### src/rtl/io_bus_responder_pkg.sv
// Shared constants for the I/O responder: bus FSM states, register offsets and Steuer bit indices.
// Also holds the window decode helpers used by the responder.
package io_bus_responder_pkg;

    typedef enum logic [1:0] {
        LEERLAUF = 2'd0,
        WARTEN   = 2'd1,
        QUITTUNG = 2'd2,
        FREIGABE = 2'd3
    } busState_t;

    localparam logic [2:0] OFS_AUSGANG   = 3'd0;
    localparam logic [2:0] OFS_EINGANG   = 3'd1;
    localparam logic [2:0] OFS_ZAEHLER   = 3'd2;
    localparam logic [2:0] OFS_VERGLEICH = 3'd3;
    localparam logic [2:0] OFS_STEUER    = 3'd4;

    localparam int STEUER_ENABLE  = 0;
    localparam int STEUER_TREFFER = 1;
    localparam int STEUER_IRQ_EN  = 2;

    // Unsigned difference, so addresses below the base wrap high and fall outside the window.
    function automatic logic inWindow(input logic [31:0] adr, input logic [31:0] basis);
        logic [31:0] diff;
        diff = adr - basis;
        return diff < 32'd8;
    endfunction

    function automatic logic [2:0] wortOffset(input logic [31:0] adr, input logic [31:0] basis);
        logic [31:0] diff;
        diff = adr - basis;
        return diff[2:0];
    endfunction

endpackage

### src/rtl/io_bus_responder_if.sv
// CPU data-port handshake between an initiator (master) and the I/O responder (slave).
interface io_bus_responder_if;
    logic        LesenAn;
    logic        SchreibenAn;
    logic [31:0] Adresse;
    logic [31:0] DatenRein;
    logic [31:0] DatenRaus;
    logic        DatenBereit;
    logic        DatenGeschrieben;

    modport master (
        output LesenAn, SchreibenAn, Adresse, DatenRein,
        input  DatenRaus, DatenBereit, DatenGeschrieben
    );

    modport slave (
        input  LesenAn, SchreibenAn, Adresse, DatenRein,
        output DatenRaus, DatenBereit, DatenGeschrieben
    );
endinterface

### src/rtl/io_bus_responder_timer_einheit.sv
// Free-running timer with compare: Zaehler, Vergleich, Enable and the sticky Treffer flag.
// Register writes arrive as one-cycle strobes from the bus responder.
module timer_einheit
    import io_bus_responder_pkg::*;
(
    input  logic        Clock,
    input  logic        Reset,
    input  logic        wrZaehler,
    input  logic        wrVergleich,
    input  logic        wrSteuer,
    input  logic [31:0] wrDaten,
    output logic [31:0] zaehler,
    output logic [31:0] vergleich,
    output logic        enable,
    output logic        treffer
);

    logic hit;

    assign hit = enable && (zaehler == vergleich);

    always_ff @(posedge Clock or negedge Reset) begin
        if (!Reset) begin
            zaehler   <= '0;
            vergleich <= '1;
            enable    <= 1'b0;
            treffer   <= 1'b0;
        end else begin
            if (wrZaehler)
                zaehler <= wrDaten;
            else if (enable)
                zaehler <= zaehler + 32'd1;
            if (wrVergleich)
                vergleich <= wrDaten;
            if (wrSteuer)
                enable <= wrDaten[STEUER_ENABLE];
            // A compare hit outranks a simultaneous write-1-to-clear.
            if (hit)
                treffer <= 1'b1;
            else if (wrSteuer && wrDaten[STEUER_TREFFER])
                treffer <= 1'b0;
        end
    end

endmodule

### src/rtl/io_bus_responder.sv
// Memory-mapped I/O responder: output register, synchronised input port and timer behind a wait-state bus FSM.
// Build option: define TIMER_IRQ_EN to add the Unterbrechung output and the IRQ enable in Steuer bit2.
//
// state    | meaning
// LEERLAUF | idle; samples and latches the next request (write wins over read)
// WARTEN   | inserting the remaining LATENZ wait cycles
// QUITTUNG | one-cycle acknowledge; a latched write commits here
// FREIGABE | waits for the initiator to drop both request lines
module io_bus_responder
    import io_bus_responder_pkg::*;
#(
    parameter logic [31:0] BASIS          = 32'h0000_0100,
    parameter int          LATENZ         = 1,
    parameter int          AUSGANG_BREITE = 8,
    parameter int          EINGANG_BREITE = 8
) (
    input  logic                      Clock,
    input  logic                      Reset,
    io_bus_responder_if.slave         bus,
    input  logic [EINGANG_BREITE-1:0] Eingang,
    output logic [AUSGANG_BREITE-1:0] Ausgang
`ifdef TIMER_IRQ_EN
    ,
    output logic                      Unterbrechung
`endif
);

    busState_t                 zustand;
    logic [3:0]                warteZaehler;
    logic                      istSchreiben;
    logic [31:0]               adrReg;
    logic [31:0]               datReg;
    logic [EINGANG_BREITE-1:0] eingangMeta;
    logic [EINGANG_BREITE-1:0] eingangSync;

    logic        anfrage;
    logic        starteQuittung;
    logic        quittungSchreiben;
    logic [31:0] leseAdr;
    logic [31:0] leseWert;
    logic [2:0]  schreibOfs;
    logic        schreibGueltig;
    logic        wrAusgang;
    logic        wrZaehler;
    logic        wrVergleich;
    logic        wrSteuer;

    logic [31:0] zaehler;
    logic [31:0] vergleich;
    logic        enable;
    logic        treffer;
    logic        irqEn;

    assign anfrage = bus.LesenAn | bus.SchreibenAn;

    // With LATENZ=0 the acknowledge is launched straight from the sampling edge, so
    // type and read address must come from the live bus rather than the latches.
    assign starteQuittung    = (zustand == LEERLAUF && anfrage && LATENZ == 0)
                             || (zustand == WARTEN && warteZaehler == 4'd0);
    assign quittungSchreiben = (zustand == LEERLAUF) ? bus.SchreibenAn : istSchreiben;
    assign leseAdr           = (zustand == LEERLAUF) ? bus.Adresse : adrReg;

    always_comb begin
        leseWert = '0;
        if (inWindow(leseAdr, BASIS)) begin
            case (wortOffset(leseAdr, BASIS))
                OFS_AUSGANG:   leseWert = 32'(Ausgang);
                OFS_EINGANG:   leseWert = 32'(eingangSync);
                OFS_ZAEHLER:   leseWert = zaehler;
                OFS_VERGLEICH: leseWert = vergleich;
                OFS_STEUER: begin
                    leseWert[STEUER_ENABLE]  = enable;
                    leseWert[STEUER_TREFFER] = treffer;
                    leseWert[STEUER_IRQ_EN]  = irqEn;
                end
                default:       leseWert = '0;
            endcase
        end
    end

    assign schreibGueltig = (zustand == QUITTUNG) && istSchreiben && inWindow(adrReg, BASIS);
    assign schreibOfs     = wortOffset(adrReg, BASIS);
    assign wrAusgang      = schreibGueltig && (schreibOfs == OFS_AUSGANG);
    assign wrZaehler      = schreibGueltig && (schreibOfs == OFS_ZAEHLER);
    assign wrVergleich    = schreibGueltig && (schreibOfs == OFS_VERGLEICH);
    assign wrSteuer       = schreibGueltig && (schreibOfs == OFS_STEUER);

    always_ff @(posedge Clock or negedge Reset) begin
        if (!Reset) begin
            zustand              <= LEERLAUF;
            warteZaehler         <= 4'd0;
            istSchreiben         <= 1'b0;
            adrReg               <= '0;
            datReg               <= '0;
            bus.DatenRaus        <= '0;
            bus.DatenBereit      <= 1'b0;
            bus.DatenGeschrieben <= 1'b0;
        end else begin
            bus.DatenBereit      <= 1'b0;
            bus.DatenGeschrieben <= 1'b0;
            if (starteQuittung) begin
                if (quittungSchreiben) begin
                    bus.DatenGeschrieben <= 1'b1;
                end else begin
                    bus.DatenBereit <= 1'b1;
                    bus.DatenRaus   <= leseWert;
                end
            end
            case (zustand)
                LEERLAUF: begin
                    if (anfrage) begin
                        istSchreiben <= bus.SchreibenAn;
                        adrReg       <= bus.Adresse;
                        datReg       <= bus.DatenRein;
                        if (LATENZ == 0) begin
                            zustand <= QUITTUNG;
                        end else begin
                            zustand      <= WARTEN;
                            warteZaehler <= 4'(LATENZ - 1);
                        end
                    end
                end
                WARTEN: begin
                    if (warteZaehler == 4'd0)
                        zustand <= QUITTUNG;
                    else
                        warteZaehler <= warteZaehler - 4'd1;
                end
                QUITTUNG: zustand <= FREIGABE;
                FREIGABE: begin
                    if (!anfrage)
                        zustand <= LEERLAUF;
                end
                default:  zustand <= LEERLAUF;
            endcase
        end
    end

    always_ff @(posedge Clock or negedge Reset) begin
        if (!Reset) begin
            eingangMeta <= '0;
            eingangSync <= '0;
            Ausgang     <= '0;
        end else begin
            eingangMeta <= Eingang;
            eingangSync <= eingangMeta;
            if (wrAusgang)
                Ausgang <= datReg[AUSGANG_BREITE-1:0];
        end
    end

`ifdef TIMER_IRQ_EN
    always_ff @(posedge Clock or negedge Reset) begin
        if (!Reset) begin
            irqEn         <= 1'b0;
            Unterbrechung <= 1'b0;
        end else begin
            if (wrSteuer)
                irqEn <= datReg[STEUER_IRQ_EN];
            Unterbrechung <= treffer & irqEn;
        end
    end
`else
    assign irqEn = 1'b0;
`endif

    timer_einheit u_timer (
        .Clock       (Clock),
        .Reset       (Reset),
        .wrZaehler   (wrZaehler),
        .wrVergleich (wrVergleich),
        .wrSteuer    (wrSteuer),
        .wrDaten     (datReg),
        .zaehler     (zaehler),
        .vergleich   (vergleich),
        .enable      (enable),
        .treffer     (treffer)
    );

endmodule

### src/flat_wrapper.sv
// flat-port wrapper written by rule: the top's interface ports become plain ports
module io_bus_responder_flat import io_bus_responder_pkg::*;
#(
    parameter logic [31:0] BASIS          = 32'h0000_0100,
    parameter int          LATENZ         = 1,
    parameter int          AUSGANG_BREITE = 8,
    parameter int          EINGANG_BREITE = 8
)
  (Clock, Reset, Eingang, Ausgang, bus_LesenAn, bus_SchreibenAn, bus_Adresse, bus_DatenRein, bus_DatenRaus, bus_DatenBereit, bus_DatenGeschrieben);
  io_bus_responder_if bus_i ();
  input  logic Clock;
  input  logic Reset;
  input  logic [EINGANG_BREITE-1:0] Eingang;
  output logic [AUSGANG_BREITE-1:0] Ausgang;
  input wire logic [$bits(bus_i.LesenAn)-1:0] bus_LesenAn;
  input wire logic [$bits(bus_i.SchreibenAn)-1:0] bus_SchreibenAn;
  input wire logic [$bits(bus_i.Adresse)-1:0] bus_Adresse;
  input wire logic [$bits(bus_i.DatenRein)-1:0] bus_DatenRein;
  output wire logic [$bits(bus_i.DatenRaus)-1:0] bus_DatenRaus;
  output wire logic [$bits(bus_i.DatenBereit)-1:0] bus_DatenBereit;
  output wire logic [$bits(bus_i.DatenGeschrieben)-1:0] bus_DatenGeschrieben;
  assign bus_i.LesenAn = bus_LesenAn;
  assign bus_i.SchreibenAn = bus_SchreibenAn;
  assign bus_i.Adresse = bus_Adresse;
  assign bus_i.DatenRein = bus_DatenRein;
  assign bus_DatenRaus = bus_i.DatenRaus;
  assign bus_DatenBereit = bus_i.DatenBereit;
  assign bus_DatenGeschrieben = bus_i.DatenGeschrieben;
  io_bus_responder #(.BASIS(BASIS), .LATENZ(LATENZ), .AUSGANG_BREITE(AUSGANG_BREITE), .EINGANG_BREITE(EINGANG_BREITE)) u_core (.Clock(Clock), .Reset(Reset), .bus(bus_i), .Eingang(Eingang), .Ausgang(Ausgang));
endmodule
### config.mk
export PLATFORM = sky130hd
export DESIGN_NAME = io_bus_responder_flat
export DESIGN_NICKNAME = d
export VERILOG_FILES = /design/src/rtl/io_bus_responder_pkg.sv /design/src/rtl/io_bus_responder_if.sv /design/src/rtl/io_bus_responder_timer_einheit.sv /design/src/rtl/io_bus_responder.sv /design/src/flat_wrapper.sv
export SDC_FILE = /design/constraint.sdc
export NUM_CORES = 1
export LEC_CHECK = 0
export ABC_AREA = 1
export BUFFER_PORTS_ARGS = -buffer_cell sky130_fd_sc_hd__buf_4
export CAP_MARGIN = 10
export CELL_PAD_IN_SITES_DETAIL_PLACEMENT = 0
export CELL_PAD_IN_SITES_GLOBAL_PLACEMENT = 1
export CORE_UTILIZATION = 47
export DETAILED_ROUTE_END_ITERATION = 6
export PLACE_DENSITY_LB_ADDON = 0.1
export SETUP_SLACK_MARGIN = 0.4
export SLEW_MARGIN = 25
export SYNTH_ARGS = -nofsm -noshare
export SYNTH_HDL_FRONTEND = slang
export SYNTH_SLANG_ARGS = --single-unit
### constraint.sdc
create_clock -name Clock -period 4.4 [get_ports Clock]
set_input_delay 0.88 -clock Clock [delete_from_list [all_inputs] [get_ports Clock]]
set_output_delay 0.88 -clock Clock [all_outputs]
set_load 0.05 [all_outputs]
== After elaboration in Yosys (flattened, before gate mapping) ==
Index checks and enable logic that the tools add are counted.

* Add/subtract/negate cells: 4
* Order comparisons: 2
* Equality and inequality tests: 15
* Mux-type cells: 20
* Bitwise logic cells: 2
* Reduce and logical (&&, ||, !) cells: 20

{| class="wikitable"
|+ Operators with widths
! operator !! count
|-
| $mux 32 || 4
|-
| $pmux 29 s4 || 1
|-
| $lt 32x4->1 const B || 2
|-
| $sub 32x9->32 const B || 2
|-
| $add 32x1->32 const B || 1
|-
| $eq 32x32->1 || 1
|-
| $pmux 3 s5 || 1
|-
| $eq 3x2->1 const B || 4
|-
| $logic_and 1x1->1 || 9
|-
| $mux 4 || 2
|-
| $pmux 2 s4 || 1
|-
| $pmux 4 s2 || 1
|-
| $mux 1 || 7
|-
| $eq 3x3->1 const B || 2
|-
| $logic_not 3->1 || 2
|-
| $mux 2 || 3
|-
| $ne 2x2->1 const B || 3
|-
| $reduce_and 3->1 || 2
|-
| $reduce_bool 2->1 || 3
|-
| $eq 2x2->1 const B || 2
|-
| $logic_not 4->1 || 1
|-
| $reduce_and 2->1 || 2
|-
| $sub 4x1->4 const B || 1
|-
| $eq 3x1->1 const B || 1
|-
| 5 further kinds || 5
|}

* Flip-flop bits (word level): 195
* Input port bits: 76
* Output and inout bits: 42
* Word-level logic and storage cells: 78

== Logic depth before layout (Yosys ltp) ==
* Word-level depth: 7
* Depth in mapped cells: 19
* Depth with buffers taken out: 16

== Cells and area by module ==
From an unflattened synthesis, not the netlist that was laid out.

* Cell total of the unflattened synthesis: 1,500
* Area, all modules: 10,940.5 µm²

{| class="wikitable"
|+ Modules (own cells, without submodules)
! module !! times used !! cells an instance !! area an instance (µm²) !! seq. area each (µm²)
|-
| io_bus_responder || 1 || 964 || 6,939.2 || 3,228.1
|-
| timer_einheit || 1 || 536 || 4,001.3 || 1,691.6
|}

== Worst setup path before layout ==
Ideal clock, no wire load.

* Kind: input to register
* From: input port bus_Adresse[23]
* To: register u_core.bus.DatenRaus[0]
* Setup time: 66 ps
* Arrival: 2,203 ps
* Required time: 4,334 ps
* Slack: 2,131 ps
* Stages: 10
* Buffers on the path: 1
* Path through: o21ai_0 nand2_1 nor2_1 inv_1 nor2_1 nand2_1 xor2_1 buf_2 nand4_1 nand2_1

* Word-level cells in the longest chain between the ends: 4

{| class="wikitable"
|+ RTL lines
! element !! line !! source
|-
| start, declared || flat_wrapper.sv:17 || <nowiki>input wire logic [$bits(bus_i.Adresse)-1:0] bus_Adresse;</nowiki>
|-
| $mux 32 || io_bus_responder.sv:61 || <nowiki>assign leseAdr = (zustand == LEERLAUF) ? bus.Adresse : adrReg;</nowiki>
|-
| $sub 32x9->32 || io_bus_responder_pkg.sv:25 || <nowiki>diff = adr - basis;</nowiki>
|-
| $lt 32x4->1 || io_bus_responder_pkg.sv:26 || <nowiki>return diff < 32'd8;</nowiki>
|-
| $mux 32 || io_bus_responder.sv:65 || <nowiki>if (inWindow(leseAdr, BASIS)) begin</nowiki>
|-
| end signal, assigned || io_bus_responder.sv:106 || <nowiki>bus.DatenRaus <= leseWert;</nowiki>
|-
| end, declared || io_bus_responder_if.sv:18 || <nowiki>output DatenRaus, DatenBereit, DatenGeschrieben</nowiki>
|}

No other way between the ends.
A chain may end at the register's enable or synchronous reset.

== Final worst setup path ==
* From: register u_core.zustand[0]
* To: register u_core.bus.DatenRaus[2]

* Word-level cells in the longest chain between the ends: 6
* Elaborated cells between the ends (all ways): 16
* Classes of those cells: 1 x add/sub; 1 x order compare; 5 x eq/ne; 4 x mux; 1 x bitwise; 4 x reduce/logical

{| class="wikitable"
|+ RTL lines
! element !! line !! source
|-
| start, declared || io_bus_responder.sv:28 || <nowiki>busState_t zustand;</nowiki>
|-
| start signal, assigned || io_bus_responder.sv:90 || <nowiki>zustand <= LEERLAUF;</nowiki>
|-
| start signal, assigned || io_bus_responder.sv:116 || <nowiki>zustand <= QUITTUNG;</nowiki>
|-
| start signal, assigned || io_bus_responder.sv:118 || <nowiki>zustand <= WARTEN;</nowiki>
|-
| branches (longest 6 deep; another with $sub 32x9->32) || -- ||
|}

Parallel ways; which one is timed is not known.

==> results.py <==
metrics = {
    "worst_setup_path": {
        "crit_family": "simple AND/OR/NAND/NOR gates",
        "path_cells": "inv_1, ha_2, inv_4, o21ai_0, nand2_1, nor2_1, inv_1, nor2_1, nand2_1, xor2_2, buf_12, nand4_1, nand2_1",
        "crit_type": "register to register",
        "ff2ff_setup_slack_ns": 1.08,
        "end_kind": "register",
        "arrival_ns": 3.71,
        "slowest_delay_ns": 0.59,
        "required_ns": 4.79,
        "timing.critical_path.fanout_max": 23,
        "crit_top_cell": "nand2_1",
        "cp_slowest_cell": "xor2_2",
        "critPathLaunchType": "register",
        "worst-path-buf-inv": 4,
    },
    "die": {
        "pin_count": 118,
        "die_y_um": 157.3,
        "core-area_um2": 23540,
        "die_area_um2": 24750,
        "initial_core_util_pct": 48.16,
        "rows": 56,
        "fp.dieW_um": 157.3,
    },
    "layout": {
        "seq_area_um2": 4920,
        "multi_input_area_um2": 5489,
        "fin_cells": 1949,
        "layout-drive-gt1-share_pct": 16.20,
        "fill_cells": 2320,
        "area_growth_pct": 15.13,
        "diodes": 0,
        "final_core_utilization_pct": 55.44,
        "nNetsFinal": 1701,
    },
    "routing": {
        "postRouteAntennaNets": 0,
        "drt_iter0_drc": 738,
        "vias": 10572,
        "wl_um": 32710,
        "drc_errors": 0,
        "via_per_inst": 5.424,
        "wl_per_cell_um": 16.78,
        "first_pass_iters": 5,
    },
    "sta": {
        "fin_ws_ns": 1.078,
        "min_period_ns": 3.322,
        "setup_viol": 0,
        "rsz0062_at_grt": "false",
        "drv_slew": 0,
        "setup-tns-final_ns": 0,
        "slew-limit-headroom_pct": 40.16,
        "finalHoldViolations": 0,
        "min_period_over_period_pct": 75.49,
        "max_freq_mhz": 301.1,
        "fin_skew_ns": 0.01766,
        "worst_pin_slew_ns": 0.8966,
    },
    "worst_hold_path": {
        "hold_path_class": "register to register",
    },
    "clock_tree": {
        "numCtsBuffers": 17,
        "cts_root_buf": "clkbuf_16",
        "clkTransAtPathRegs_ns": 0.09,
        "cts_tree": "done",
        "cts_buffer_depth": 2,
        "cts-htree-levels": 4,
        "clkSinkCount": 195,
        "clock_latency_ns": 0.45,
    },
    "global_route": {
        "grt_pass1_wl_um": 52210,
        "grt_start_max_net_pins": 102,
        "overflow": 0,
        "grt_pass1_vias": 9859,
        "track_usage_pct": 27.25,
        "antenna_found_initial": 0,
    },
    "synth": {
        "synth_seq_cells": 195,
        "synth_seq_area_share_pct": 43.39,
        "yosys.area.top_type_share_pct": 35.98,
        "synth_cells": 1539,
        "yosys_most_used_dff": "dfrtp_1",
        "synth_area_um2": 11340,
        "synth_largest_area_cell": "dfrtp_1",
        "synth_fp_nets": 1623,
        "avgSynthCellArea_um2": 7.367,
        "synth_area_leaders": "dfrtp_1 36%, nand2_1 15%, dfstp_2 7.4%",
        "synthArstFlopShare_pct": 100.0,
        "synth_edf_count": 0,
        "yosysWarnings": 0,
        "synth.distinct_cells": 42,
    },
    "status": {
        "outcome": "completed",
    },
    "power_and_ir_drop": {
        "leakage_nw": 6.009,
        "powerDensity_nw_per_um2": 507.9,
        "comb_power_share_pct": 37.8,
        "power_frac_clock_pct": 25.5,
        "switchingPower_w": 0.002954,
        "p_int_w": 0.003675,
        "ir_drop_uv": 307.2,
        "pwr-share-seq_pct": 36.7,
        "swShare_pct": 44.56,
    },
    "placement": {
        "dp_slack_ns": 0.8073,
        "dp.cells": 1917,
        "numPortBuffers": 117,
        "place_hpwl_um": 23520,
        "place_congestion": 0.8680,
    },
    "job": {
        "max_cap_violations": 0,
    },
}
## power by group through the flow
stage          registers (W)  clock network, W  logic [W]
2_1_floorplan        0.00237                 0    0.00177
3_3_place_gp         0.00245                 0    0.00246
3_5_place_dp         0.00245                 0    0.00249
4_1_cts              0.00242           0.00172    0.00249
5_1_grt              0.00247           0.00178    0.00283
6_report             0.00243           0.00169    0.00251
## Yosys cell counts, types with 2 or more instances
master and n:
nand3b_1 8, xor2_1 22, nand2_4 2, a21oi_1 35, nor2_4 5, nand3_1 149
o21a_1 2, dfrtp_1 163, nor3_1 17, inv_2 5, o21ai_0 88, or2_0 2
o22ai_1 4, xnor2_1 7, buf_1 6, nor2_1 157, nor4_1 5, dfstp_2 32
nand3_2 4, o2111ai_1 3, buf_6 13, nor2_2 5, a31oi_1 3, a211o_1 2
buf_2 19, or2_2 7, a22oi_1 25, inv_1 143, nor2_8 2, ha_1 8
nand2_1 456, clkbuf_1 29, nand2_2 3, buf_4 4, o21ai_2 29, o21ai_1 18
nand4_1 52
## kinds of logic after synthesis
logic type | share of synthesized area [%]
AND/OR/NAND/NOR | 33.73
buffers and inverters | 8.509
AO/OA/AOI/OAI | 11.25
flip-flops | 43.39
XOR/XNOR | 2.240
adder cells (fa/ha/maj) | 0.8829
## metrics by stage
step / total power, W / hold WS, ns / area (µm²)
final: 0.006629 / 0.3537 / 13050
after global routing: 0.007073 / 0.3612 / 13050
after CTS: 0.006633 / 0.3531 / 13040
after detailed placement: 0.004938 / 0.3347 / 12390
after global placement: 0.004908 / 0.3343 / 12390
after floorplan: 0.004133 / 0.3312 / 11340
## timing repair
action	in CTS	in global routing
setup endpoints to repair	0	32
endpoints found under the hold margin	0	0
setup buffers	0	0
hold buffers	0	0
resized for setup	0	1
## registers in the layout (all words and copies together), names as in the netlist, 8 cells and up
signal / cells
u_core.adrReg: 32
u_core.bus.DatenRaus: 32
u_core.datReg: 32
u_core.u_timer.vergleich: 32
u_core.u_timer.zaehler: 32
u_core.Ausgang: 8
u_core.eingangMeta: 8
u_core.eingangSync: 8
## final timing paths
path / from / depth (start not counted) / endpoint
hold / removal: u_core.eingangMeta[4] / 0 / u_core.eingangSync[4]
setup / recovery: u_core.zustand[0] / 13 / u_core.bus.DatenRaus[2]
hold reg to reg: u_core.eingangMeta[4] / 0 / u_core.eingangSync[4]
setup reg to reg: u_core.zustand[0] / 13 / u_core.bus.DatenRaus[2]
min in group asynchronous: Reset / 1 / u_core.warteZaehler[0]
max in group asynchronous: Reset / 2 / u_core.u_timer.vergleich[3]
## cells in the final DEF, fill, tap and decap left out, drive strengths merged
cell,count
a211o,2
a21oi,35
a221oi,1
a22oi,25
a31oi,3
buf,129
bufinv,1
clkbuf,18
clkinv,7
dfrtp,163
dfstp,32
ha,8
inv,156
nand2,461
nand3,153
nand3b,8
nand4,52
nor2,169
nor3,18
nor4,5
o2111ai,3
o211ai,1
o21a,2
o21ai,135
o22ai,4
o32ai,1
or2,9
xnor2,7
xor2,22
## metal layers
| metal | vias up | wire length [µm] | track usage, % |
|---|---|---|---|
| met1 | 5077 | 15300 | 38.91 |
| met5 | - | 0 | 0 |
| met3 | 29 | 1623 | 3.607 |
| met2 | 295 | 15330 | 43.74 |
| li1 | 5171 | - | - |
| met4 | 0 | 453 | 6.426 |
## cell type report
class	instances	share of cell area [%]
Clock inverter	15	1.725
Clock buffer	17	3.259
Sequential cell	195	37.69
Timing Repair Buffer	130	7.908
Tap cell	319	3.058
Inverter	149	4.304
Multi-Input combinational cell	1124	42.05
Note: power is estimated with default switching activity, not from simulation.
